File: src/rtl/seq_restoring_divider_pkg.sv
// Shared definitions for the sequential arithmetic blocks (divider now, sequential multiplier later).
package seq_restoring_divider_pkg;

  typedef enum logic [1:0] {
    ST_IDLE = 2'd0,
    ST_BUSY = 2'd1,
    ST_DONE = 2'd2
  } seq_state_e;

  // Width of an iteration counter that must reach n-1.
  function automatic int cnt_width(input int n);
    return (n > 2) ? $clog2(n) : 1;
  endfunction

endpackage

File: src/rtl/divstep_cell.sv
// One restoring-division step: shift the next dividend bit into the partial
// remainder, subtract the divisor when it fits, and emit the quotient bit.
module divstep_cell #(
  parameter int bitsize = 8
) (
  input  logic [bitsize-1:0] r_i,
  input  logic               q_msb_i,
  input  logic [bitsize-1:0] divisor_i,
  output logic [bitsize-1:0] r_next_o,
  output logic               q_bit_o
);
  logic [bitsize:0]   t;
  logic [bitsize-1:0] diff;

  // R < divisor on entry, so T < 2*divisor and T - divisor always fits in bitsize bits.
  always_comb begin
    t        = {r_i, q_msb_i};
    diff     = t[bitsize-1:0] - divisor_i;
    q_bit_o  = (t >= {1'b0, divisor_i});
    r_next_o = q_bit_o ? diff : t[bitsize-1:0];
  end

endmodule

File: src/rtl/seq_restoring_divider.sv
// Iterative unsigned restoring divider: one quotient bit per clock, valid/ready
// on both operand and result sides, divide-by-zero flagged with the result.
module seq_restoring_divider
  import seq_restoring_divider_pkg::*;
#(
  parameter int bitsize = 8
) (
  input  logic               clk,
  input  logic               rst,
  input  logic               in_valid,
  output logic               in_ready,
  input  logic [bitsize-1:0] dividend,
  input  logic [bitsize-1:0] divisor,
  output logic               out_valid,
  input  logic               out_ready,
  output logic [bitsize-1:0] quotient,
  output logic [bitsize-1:0] remainder,
  output logic               div_by_zero
);
  localparam int CW = cnt_width(bitsize);
  localparam logic [CW-1:0] LAST = CW'(bitsize - 1);

  seq_state_e         state_q, state_d;
  logic [CW-1:0]      cnt_q, cnt_d;
  logic               zero_q, zero_d;
  logic [bitsize-1:0] r_q, r_d;
  logic [bitsize-1:0] qv_q, qv_d;
  logic [bitsize-1:0] dvs_q, dvs_d;
  logic [bitsize-1:0] quot_q, quot_d;
  logic [bitsize-1:0] rem_q, rem_d;
  logic               dbz_q, dbz_d;
  logic [bitsize-1:0] step_r;
  logic               step_bit;
  logic               accept;

  divstep_cell #(.bitsize(bitsize)) u_step (
    .r_i       (r_q),
    .q_msb_i   (qv_q[bitsize-1]),
    .divisor_i (dvs_q),
    .r_next_o  (step_r),
    .q_bit_o   (step_bit)
  );

  assign accept = in_valid & in_ready;

  always_ff @(posedge clk) begin
    if (rst) begin
      state_q <= ST_IDLE;
      cnt_q   <= '0;
      zero_q  <= 1'b0;
      quot_q  <= '0;
      rem_q   <= '0;
      dbz_q   <= 1'b0;
    end else begin
      state_q <= state_d;
      cnt_q   <= cnt_d;
      zero_q  <= zero_d;
      quot_q  <= quot_d;
      rem_q   <= rem_d;
      dbz_q   <= dbz_d;
    end
  end

  always_ff @(posedge clk) begin
    r_q   <= r_d;
    qv_q  <= qv_d;
    dvs_q <= dvs_d;
  end

  // A zero divisor still spends one BUSY edge so its result appears one edge after accept.
  always_comb begin
    state_d = state_q;
    unique case (state_q)
      ST_IDLE: if (accept) state_d = ST_BUSY;
      ST_BUSY: if (zero_q || cnt_q == LAST) state_d = ST_DONE;
      ST_DONE: if (out_ready) state_d = ST_IDLE;
      default: state_d = ST_IDLE;
    endcase
  end

  always_comb begin
    in_ready  = (state_q == ST_IDLE);
    out_valid = (state_q == ST_DONE);
  end

  always_comb begin
    cnt_d  = cnt_q;
    zero_d = zero_q;
    r_d    = r_q;
    qv_d   = qv_q;
    dvs_d  = dvs_q;
    quot_d = quot_q;
    rem_d  = rem_q;
    dbz_d  = dbz_q;
    if (state_q == ST_IDLE && accept) begin
      cnt_d  = '0;
      zero_d = (divisor == '0);
      r_d    = '0;
      qv_d   = dividend;
      dvs_d  = divisor;
      dbz_d  = 1'b0;
    end else if (state_q == ST_BUSY) begin
      if (zero_q) begin
        quot_d = '1;
        rem_d  = qv_q;
        dbz_d  = 1'b1;
      end else begin
        cnt_d = cnt_q + CW'(1);
        r_d   = step_r;
        qv_d  = {qv_q[bitsize-2:0], step_bit};
        if (cnt_q == LAST) begin
          quot_d = {qv_q[bitsize-2:0], step_bit};
          rem_d  = step_r;
        end
      end
    end
  end

  assign quotient    = quot_q;
  assign remainder   = rem_q;
  assign div_by_zero = dbz_q;

endmodule

File: config.mk
export PLATFORM = sky130hd
export DESIGN_NAME = seq_restoring_divider
export DESIGN_NICKNAME = d
export VERILOG_FILES = /design/src/rtl/seq_restoring_divider_pkg.sv /design/src/rtl/divstep_cell.sv /design/src/rtl/seq_restoring_divider.sv
export SDC_FILE = /design/constraint.sdc
export NUM_CORES = 1
export LEC_CHECK = 0
export CAP_MARGIN = 20
export CORE_ASPECT_RATIO = 2
export CORE_UTILIZATION = 48
export CTS_CLUSTER_DIAMETER = 30
export DETAILED_ROUTE_END_ITERATION = 10
export MAX_ROUTING_LAYER = met4
export PLACE_DENSITY = 0.78
export SETUP_SLACK_MARGIN = 0.3
export SYNTH_ARGS = -nofsm -noshare
export SYNTH_HDL_FRONTEND = slang
export SYNTH_SLANG_ARGS = --single-unit
File: constraint.sdc
create_clock -name clk -period 1.9 [get_ports clk]
set_input_delay 0.475 -clock clk [delete_from_list [all_inputs] [get_ports clk]]
set_output_delay 0.475 -clock clk [all_outputs]
set_load 0.05 [all_outputs]
Word-level counts from Yosys, hierarchy flattened
Cells that the tools add are included.

Logic and storage cells: 46. Bits of input ports: 20. Flip-flop bits (word level): 47.

Mux-type cells: 12. Bitwise gates (word level): 3. Equal/unequal tests: 7. Add/sub/neg operators: 2. Reductions and logical operators: 12. $lt $le $gt $ge: 1.

Operator list (count): 8-bit 2-to-1 mux (8); 9-bit by 8-bit greater-or-equal comparator with 1-bit output (1); 8-bit zero test (1); 8-bit subtractor (1); 2-bit 2-to-1 mux (3); 2-bit by 1-bit inequality test with 1-bit output, second input constant (3); 2-bit one-hot mux with 3 select lines (1); 2-bit AND reduction (3); 3-bit AND reduction (2); 2-bit nonzero test (2); 3-bit by 1-bit adder with 3-bit output, second input constant (1); 3-bit == test, second input constant (1); 2-bit by 1-bit == test with 1-bit output, second input constant (1); 2-bit == test, second input constant (1); 2-bit zero test (1); 2-bit inequality test, second input constant (1); 1-bit inverter (2); 2-bit OR reduction (1); 1-bit AND (1); 1-bit logical AND (1); 1-bit logical OR (1).

Longest topological paths before layout
Gate-level depths: netlist of run 1.

Depth after elaboration: 5. Gate-level depth with buffers: 9. Mapped depth without buffers: 9.

By module
A second synthesis of run 1 with hierarchy kept.

Cells, all modules: 229. Area total of the unflattened synthesis: 2499.9 um2.

By module, submodules not included: seq_restoring_divider (cells each 163, sequential area each 1101.1 um2, instances 1, area each 1960.6 um2); divstep_cell (cells each 66, sequential area each 0.0 um2, instances 1, area each 539.3 um2).

Worst setup path before layout of run 1
No wires, ideal clock.

Path kind: reg-to-reg. From: register qv_q[7]. To: register rem_q[6] (netlist: remainder[6]). Cell stages (with the launch flop): 9. Setup time: 142 ps. Slack: -54 ps. Data arrival time: 1812 ps. Data required time: 1758 ps. Buffers on the path: 0. Path through: edfxtp_1 > inv_1 > ha_1 > fa_1 > and2b_1 > o211a_1 > o21a_1 > o311ai_1 > a311oi_2.

Longest elaborated chain between the ends: 4.

RTL lines: start, declared (line seq_restoring_divider.sv:27) `logic [bitsize-1:0] qv_q, qv_d;`; start signal, assigned (line seq_restoring_divider.sv:66) `qv_q <= qv_d;`; 8-bit subtractor or 9-bit by 8-bit greater-or-equal comparator with 1-bit output (tied branches) (line divstep_cell.sv:18, divstep_cell.sv:19); 8-bit 2-to-1 mux * (line divstep_cell.sv:20) `r_next_o = q_bit_o ? diff : t[bitsize-1:0];`; 8-bit 2-to-1 mux * (line seq_restoring_divider.sv:111) `if (cnt_q == LAST) begin`; 8-bit 2-to-1 mux * (line seq_restoring_divider.sv:103) `if (zero_q) begin`; end signal, assigned (line seq_restoring_divider.sv:59) `rem_q <= rem_d;`; end, declared (line seq_restoring_divider.sv:30) `logic [bitsize-1:0] rem_q, rem_d;`.

Mark *: on every way between the ends. The rest lies on a longest branch, timed or not. The select of a mux whose other input is x is not followed. A chain may end at the register's enable or synchronous reset.

Worst setup path in the final report of run 1
From: register qv_q[7]. To: register rem_q[5] (netlist: remainder[5]).

The elaborated chain is that of the path after synthesis.

==> results of run 1 <==
## layout make-up
type / count / area, um^2 / share of cell area (%)
Inverter: 12 / 45.0 / 1.29
Clock buffer: 5 / 68.8 / 1.97
Tap cell: 55 / 68.8 / 1.97
Timing Repair Buffer: 83 / 724 / 20.7
Sequential cell: 47 / 1100 / 31.5
Multi-Input combinational cell: 175 / 1450 / 41.5
Clock inverter: 3 / 38.8 / 1.11
## state kept, by name, indices dropped and copies added, names as in the netlist
name / count
cnt_q: 3
div_by_zero: 1
dvs_q: 8
quotient: 8
qv_q: 8
r_q: 8
remainder: 8
state_q: 2
zero_q: 1
## timing repair
action                                  4_1_cts  5_1_grt
endpoints found under the setup margin       34       25
gates cloned                                  1        0
pin swaps                                    17        4
resized for setup                            47       20
buffers inserted                             12        2
## logic make-up (layout without fill, tap and decap cells)
group           count (synthesis)  after routing
buf+inv                        24            103
fa+ha+maj                      11             11
mux                             9              9
simple gates                   96             97
flops                          47             47
compound gates                 53             53
xor+xnor                        5              5
## stage by stage
step / hold WS, ns / utilization [%] / worst slack (ns) / TNS (ns)
final: 0.483 / 75.4 / -0.202 / -2.23
after global routing: 0.509 / 75.4 / -0.290 / -3.20
after CTS: 0.487 / 72.8 / -0.121 / -0.446
after detailed placement: 0.474 / 63.6 / -0.156 / -0.789
after global placement: 0.460 / 63.6 / -0.0700 / -0.324
after floorplan: 0.463 / - / -0.0290 / -0.0290
## Yosys cell counts, drive strengths merged (2+ instances only)
master,count
and3,5
nand2,28
a21oi,18
or2,4
o21a,2
nor4,2
nand2b,5
mux2i,7
nand3,5
dfxtp,31
a311oi,2
a211oi,2
xnor2,4
inv,12
nor3,21
mux2,2
clkbuf,5
o22ai,7
ha,10
nor2,18
o21ai,11
buf,7
edfxtp,16
a21o,2
o31ai,2
nor2b,3
nand3b,2
a31oi,3
## worst register-to-register path, delay by kind of cell, from the launching register on
| family | cells | cell delay (ns) |
|---|---|---|
| flip-flops | 1 | 0.41 |
| AND/OR/NAND/NOR | 2 | 0.14 |
| multiplexers | 1 | 0.18 |
| buffers and inverters | 4 | 0.46 |
| AO/OA/AOI/OAI | 3 | 0.67 |
| adder cells (fa/ha/maj) | 1 | 0.15 |
## power groups by stage
stage,Combinational [W],Sequential [W],Clock (W)
2_1_floorplan,0.000633,0.00121,0
3_3_place_gp,0.000923,0.00123,0
3_5_place_dp,0.000957,0.00123,0
4_1_cts,0.00135,0.00122,0.000721
5_1_grt,0.00162,0.00123,0.000765
6_report,0.00154,0.00123,0.000720
## path summary, 6_finish.rpt
| check | startpoint | endpoint | slack [ns] | cells past startpoint |
|---|---|---|---|---|
| worst max-delay path | qv_q[7] | remainder[5] | -0.20 | 11 |
| worst min-delay path | div_by_zero | div_by_zero | 0.48 | 2 |
| worst max register to register | qv_q[7] | remainder[5] | -0.20 | 11 |
| worst min register to register | div_by_zero | div_by_zero | 0.48 | 2 |
## routing by layer
layer  up-vias  global-route usage (%)  routed length (um)
met3        28                    4.07                 254
met4         0                    16.8                 336
met2        93                    52.8                3850
met5         -                       -                   0
li1       1027                       -                   -
met1      1075                    27.7                2450
==> flow_summary.html, run 1 <==
<table>
<tr><th>Metric</th><th>Value</th></tr>
<tr><th colspan="2">STA</th></tr>
<tr><td>Setup clock skew after layout</td><td>0.00557 ns</td></tr>
<tr><td>Worst slew margin relative to its limit</td><td>71.3%</td></tr>
<tr><td>Minimum clock period after layout</td><td>2.10 ns</td></tr>
<tr><td>Max Fclk</td><td>0.476 GHz</td></tr>
<tr><td>Number of slew-limit violations in the final report</td><td>0</td></tr>
<tr><td>RSZ-0062 raised after global routing</td><td>yes</td></tr>
<tr><td>Worst Max-Slew Pin Slew</td><td>0.429 ns</td></tr>
<tr><td>Final count of hold timing violations</td><td>0</td></tr>
<tr><td>Setup-violating endpoint count in the final report</td><td>17</td></tr>
<tr><td>Minimum setup slack in the final design</td><td>-0.202 ns</td></tr>
<tr><td>Period utilization</td><td>111%</td></tr>
<tr><th colspan="2">Power</th></tr>
<tr><td>Design internal power</td><td>0.00231 W</td></tr>
<tr><td>Logic pwr share</td><td>44.2%</td></tr>
<tr><td>PwrDens</td><td>997 mW/mm^2</td></tr>
<tr><td>Part of the total power dissipated in the clock network</td><td>20.6%</td></tr>
<tr><td>Lkg Pwr</td><td>1.44 nW</td></tr>
<tr><td>Net Switching</td><td>0.00118 W</td></tr>
<tr><td>Final Power</td><td>0.00349 W</td></tr>
<tr><td>Switching share of power</td><td>33.8%</td></tr>
<tr><td>Peak supply drop</td><td>0.712 mV</td></tr>
<tr><td>Part of the total power dissipated in sequential elements</td><td>35.2%</td></tr>
<tr><th colspan="2">Floorplan</th></tr>
<tr><td>Die H</td><td>101 um</td></tr>
<tr><td>Die area</td><td>0.00516 mm^2</td></tr>
<tr><td>Starting density of the core</td><td>50.2%</td></tr>
<tr><td>Floorplan die width</td><td>51.3 um</td></tr>
<tr><td>Area of the core</td><td>0.00464 mm^2</td></tr>
<tr><td>Core Rows</td><td>35</td></tr>
<tr><td>IO Pins</td><td>39</td></tr>
<tr><th colspan="2">Routing</th></tr>
<tr><td>DRC violation count after routing</td><td>0</td></tr>
<tr><td>Routed wire length</td><td>6890 um</td></tr>
<tr><td>DR WL/cell</td><td>18.1 um</td></tr>
<tr><td>Number of nets still failing antenna checks after routing</td><td>0</td></tr>
<tr><td>Iteration-0 DRC count of the detailed router</td><td>51</td></tr>
<tr><td>Vias post-DR</td><td>2,223</td></tr>
<tr><td>Vias per cell</td><td>5.85</td></tr>
<tr><td>Count of TritonRoute iterations in the first routing pass</td><td>5</td></tr>
<tr><th colspan="2">Synth</th></tr>
<tr><td>Complex-gate fraction of the synthesized area</td><td>14.8%</td></tr>
<tr><td>Largest cells by area after synthesis</td><td>dfxtp_1 (27%), edfxtp_1 (21%), ha_1 (5.4%)</td></tr>
<tr><td>Adder and majority cell fraction of the synthesized area</td><td>6.23%</td></tr>
<tr><td>Number of distinct library cells after synthesis</td><td>52</td></tr>
<tr><td>Post-Syn Instances</td><td>245</td></tr>
<tr><td>Synthesized area</td><td>0.00233 mm^2</td></tr>
<tr><td>Top-area cell type share of the netlist area</td><td>26.6%</td></tr>
<tr><td>Sequential share of the synthesized area</td><td>47.2%</td></tr>
<tr><td>Portion of netlist area occupied by mux cells</td><td>4.13%</td></tr>
<tr><td>Post-Synthesis Mean Instance Area</td><td>9.51 um^2</td></tr>
<tr><td>Dominant synthesized flop cell</td><td>dfxtp_1</td></tr>
<tr><td>Largest family of logic cells by synthesized area</td><td>simple AND/OR/NAND/NOR gates</td></tr>
<tr><td>Largest area contributor in the synthesized netlist</td><td>dfxtp_1</td></tr>
<tr><td>Post-Synthesis Net Count</td><td>276</td></tr>
<tr><td>Count of flip-flops with a built-in enable after synthesis</td><td>16</td></tr>
<tr><td>Share of async-settable or async-resettable flops after synthesis</td><td>0%</td></tr>
<tr><td>Xor/xnor cell area share of the yosys netlist</td><td>1.88%</td></tr>
<tr><td>Yosys Warn Count</td><td>0</td></tr>
<tr><td>Share of synthesized cell area in and, or, nand and nor gates</td><td>21.1%</td></tr>
<tr><td>#FFs+latches synth</td><td>47</td></tr>
<tr><th colspan="2">Setup path</th></tr>
<tr><td>Slowest cell on crit path</td><td>edfxtp_1</td></tr>
<tr><td>Critical path's most frequent cell</td><td>buf_6</td></tr>
<tr><td>Family of cells with the greatest summed delay on the critical path</td><td>compound AO/OA/AOI/OAI gates</td></tr>
<tr><td>Critical path, cell by cell</td><td>inv_2, ha_4, buf_4, buf_6, nand2b_4, a21o_1, a21oi_4, buf_6, nand2_8, mux2i_2, a211oi_1</td></tr>
<tr><td>Arr. time, crit path</td><td>2.32 ns</td></tr>
<tr><td>Crit path launch type</td><td>flip-flop</td></tr>
<tr><td>Path type of the worst setup path</td><td>flip-flop to flip-flop</td></tr>
<tr><td>Critical-path maximum fanout</td><td>5</td></tr>
<tr><td>WP buf/inv</td><td>4</td></tr>
<tr><td>Critical path data required time</td><td>2.11 ns</td></tr>
<tr><td>Longest individual stage delay on the worst path</td><td>0.41 ns</td></tr>
<tr><td>Category of the worst setup path capture point</td><td>flip-flop</td></tr>
<tr><th colspan="2">Placed design</th></tr>
<tr><td>Global placer's final weighted congestion</td><td>0.914</td></tr>
<tr><td>Inst Count DP</td><td>357</td></tr>
<tr><td>HPWL after detailed placement</td><td>4460 um</td></tr>
<tr><td>Cell area reported after detailed placement</td><td>0.00295 mm^2</td></tr>
<tr><td>IO buf count</td><td>38</td></tr>
<tr><th colspan="2">Global route</th></tr>
<tr><td>Antenna violations before repair</td><td>0</td></tr>
<tr><td>Maximum number of pins on one net before global-route repair</td><td>20</td></tr>
<tr><td>Global route total overflow</td><td>0</td></tr>
<tr><td>Global routing usage summed across all routing layers</td><td>29.0%</td></tr>
<tr><td>Vias in the first global route</td><td>2,273</td></tr>
<tr><td>Wire length of the first global-routing pass</td><td>10,500 um</td></tr>
<tr><th colspan="2">Clocking</th></tr>
<tr><td>Clock input transition at the sequential cells of the worst setup and hold paths</td><td>0.09 ns</td></tr>
<tr><td>H-tree depth</td><td>2</td></tr>
<tr><td>CTS Root Buffer Type</td><td>clkbuf_8</td></tr>
<tr><td>Maximum clock path buffer count</td><td>2</td></tr>
<tr><td>CTS Buf Count</td><td>5</td></tr>
<tr><td>Sinks on the clock net</td><td>47</td></tr>
<tr><td>Clock latency of the later-clocked register in the worst-skew pair</td><td>0.30 ns</td></tr>
<tr><td>Clock tree from TritonCTS</td><td>done</td></tr>
<tr><td>Count of hold buffers inserted by post-cts repair</td><td>0</td></tr>
<tr><th colspan="2">Final layout</th></tr>
<tr><td>Final antenna diode count</td><td>0</td></tr>
<tr><td>Commonest cells after routing, fill and taps aside</td><td>buf_4 (54), dfxtp_1 (30), nand2_1 (27)</td></tr>
<tr><td>Leading cell type in the layout, fill and taps excluded</td><td>buf_4</td></tr>
<tr><td>Area Overhead vs Synth</td><td>50.2%</td></tr>
<tr><td>Non-filler cells, final</td><td>380</td></tr>
<tr><td>Final design instance area without fill</td><td>0.00350 mm^2</td></tr>
<tr><td>Final net count</td><td>355</td></tr>
<tr><td>Number of inserted filler cells in the final layout</td><td>313</td></tr>
<tr><td>Ratio of cells with drive above 1 in the final layout</td><td>40.9%</td></tr>
<tr><th colspan="2">Run status</th></tr>
<tr><td>Failing checks</td><td>negative setup slack</td></tr>
<tr><td>Outcome</td><td>finished with violations</td></tr>
<tr><th colspan="2">Hold path</th></tr>
<tr><td>Hold/Removal Path Class</td><td>flip-flop to flip-flop</td></tr>
<tr><th colspan="2">Job</th></tr>
<tr><td>Maxcap violations</td><td>0</td></tr>
</table>
Note: power is estimated with default switching activity, not from simulation.
==> run 2: changes to the inputs <==
--- a/config.mk
+++ b/config.mk
@@ -13,6 +13,7 @@
 export MAX_ROUTING_LAYER = met4
 export PLACE_DENSITY = 0.78
 export SETUP_SLACK_MARGIN = 0.3
+export SLEW_MARGIN = 10
 export SYNTH_ARGS = -nofsm -noshare
 export SYNTH_HDL_FRONTEND = slang
 export SYNTH_SLANG_ARGS = --single-unit
==> results of run 2 <==
No change in the layout: final DEF, timing and power equal those of run 1.
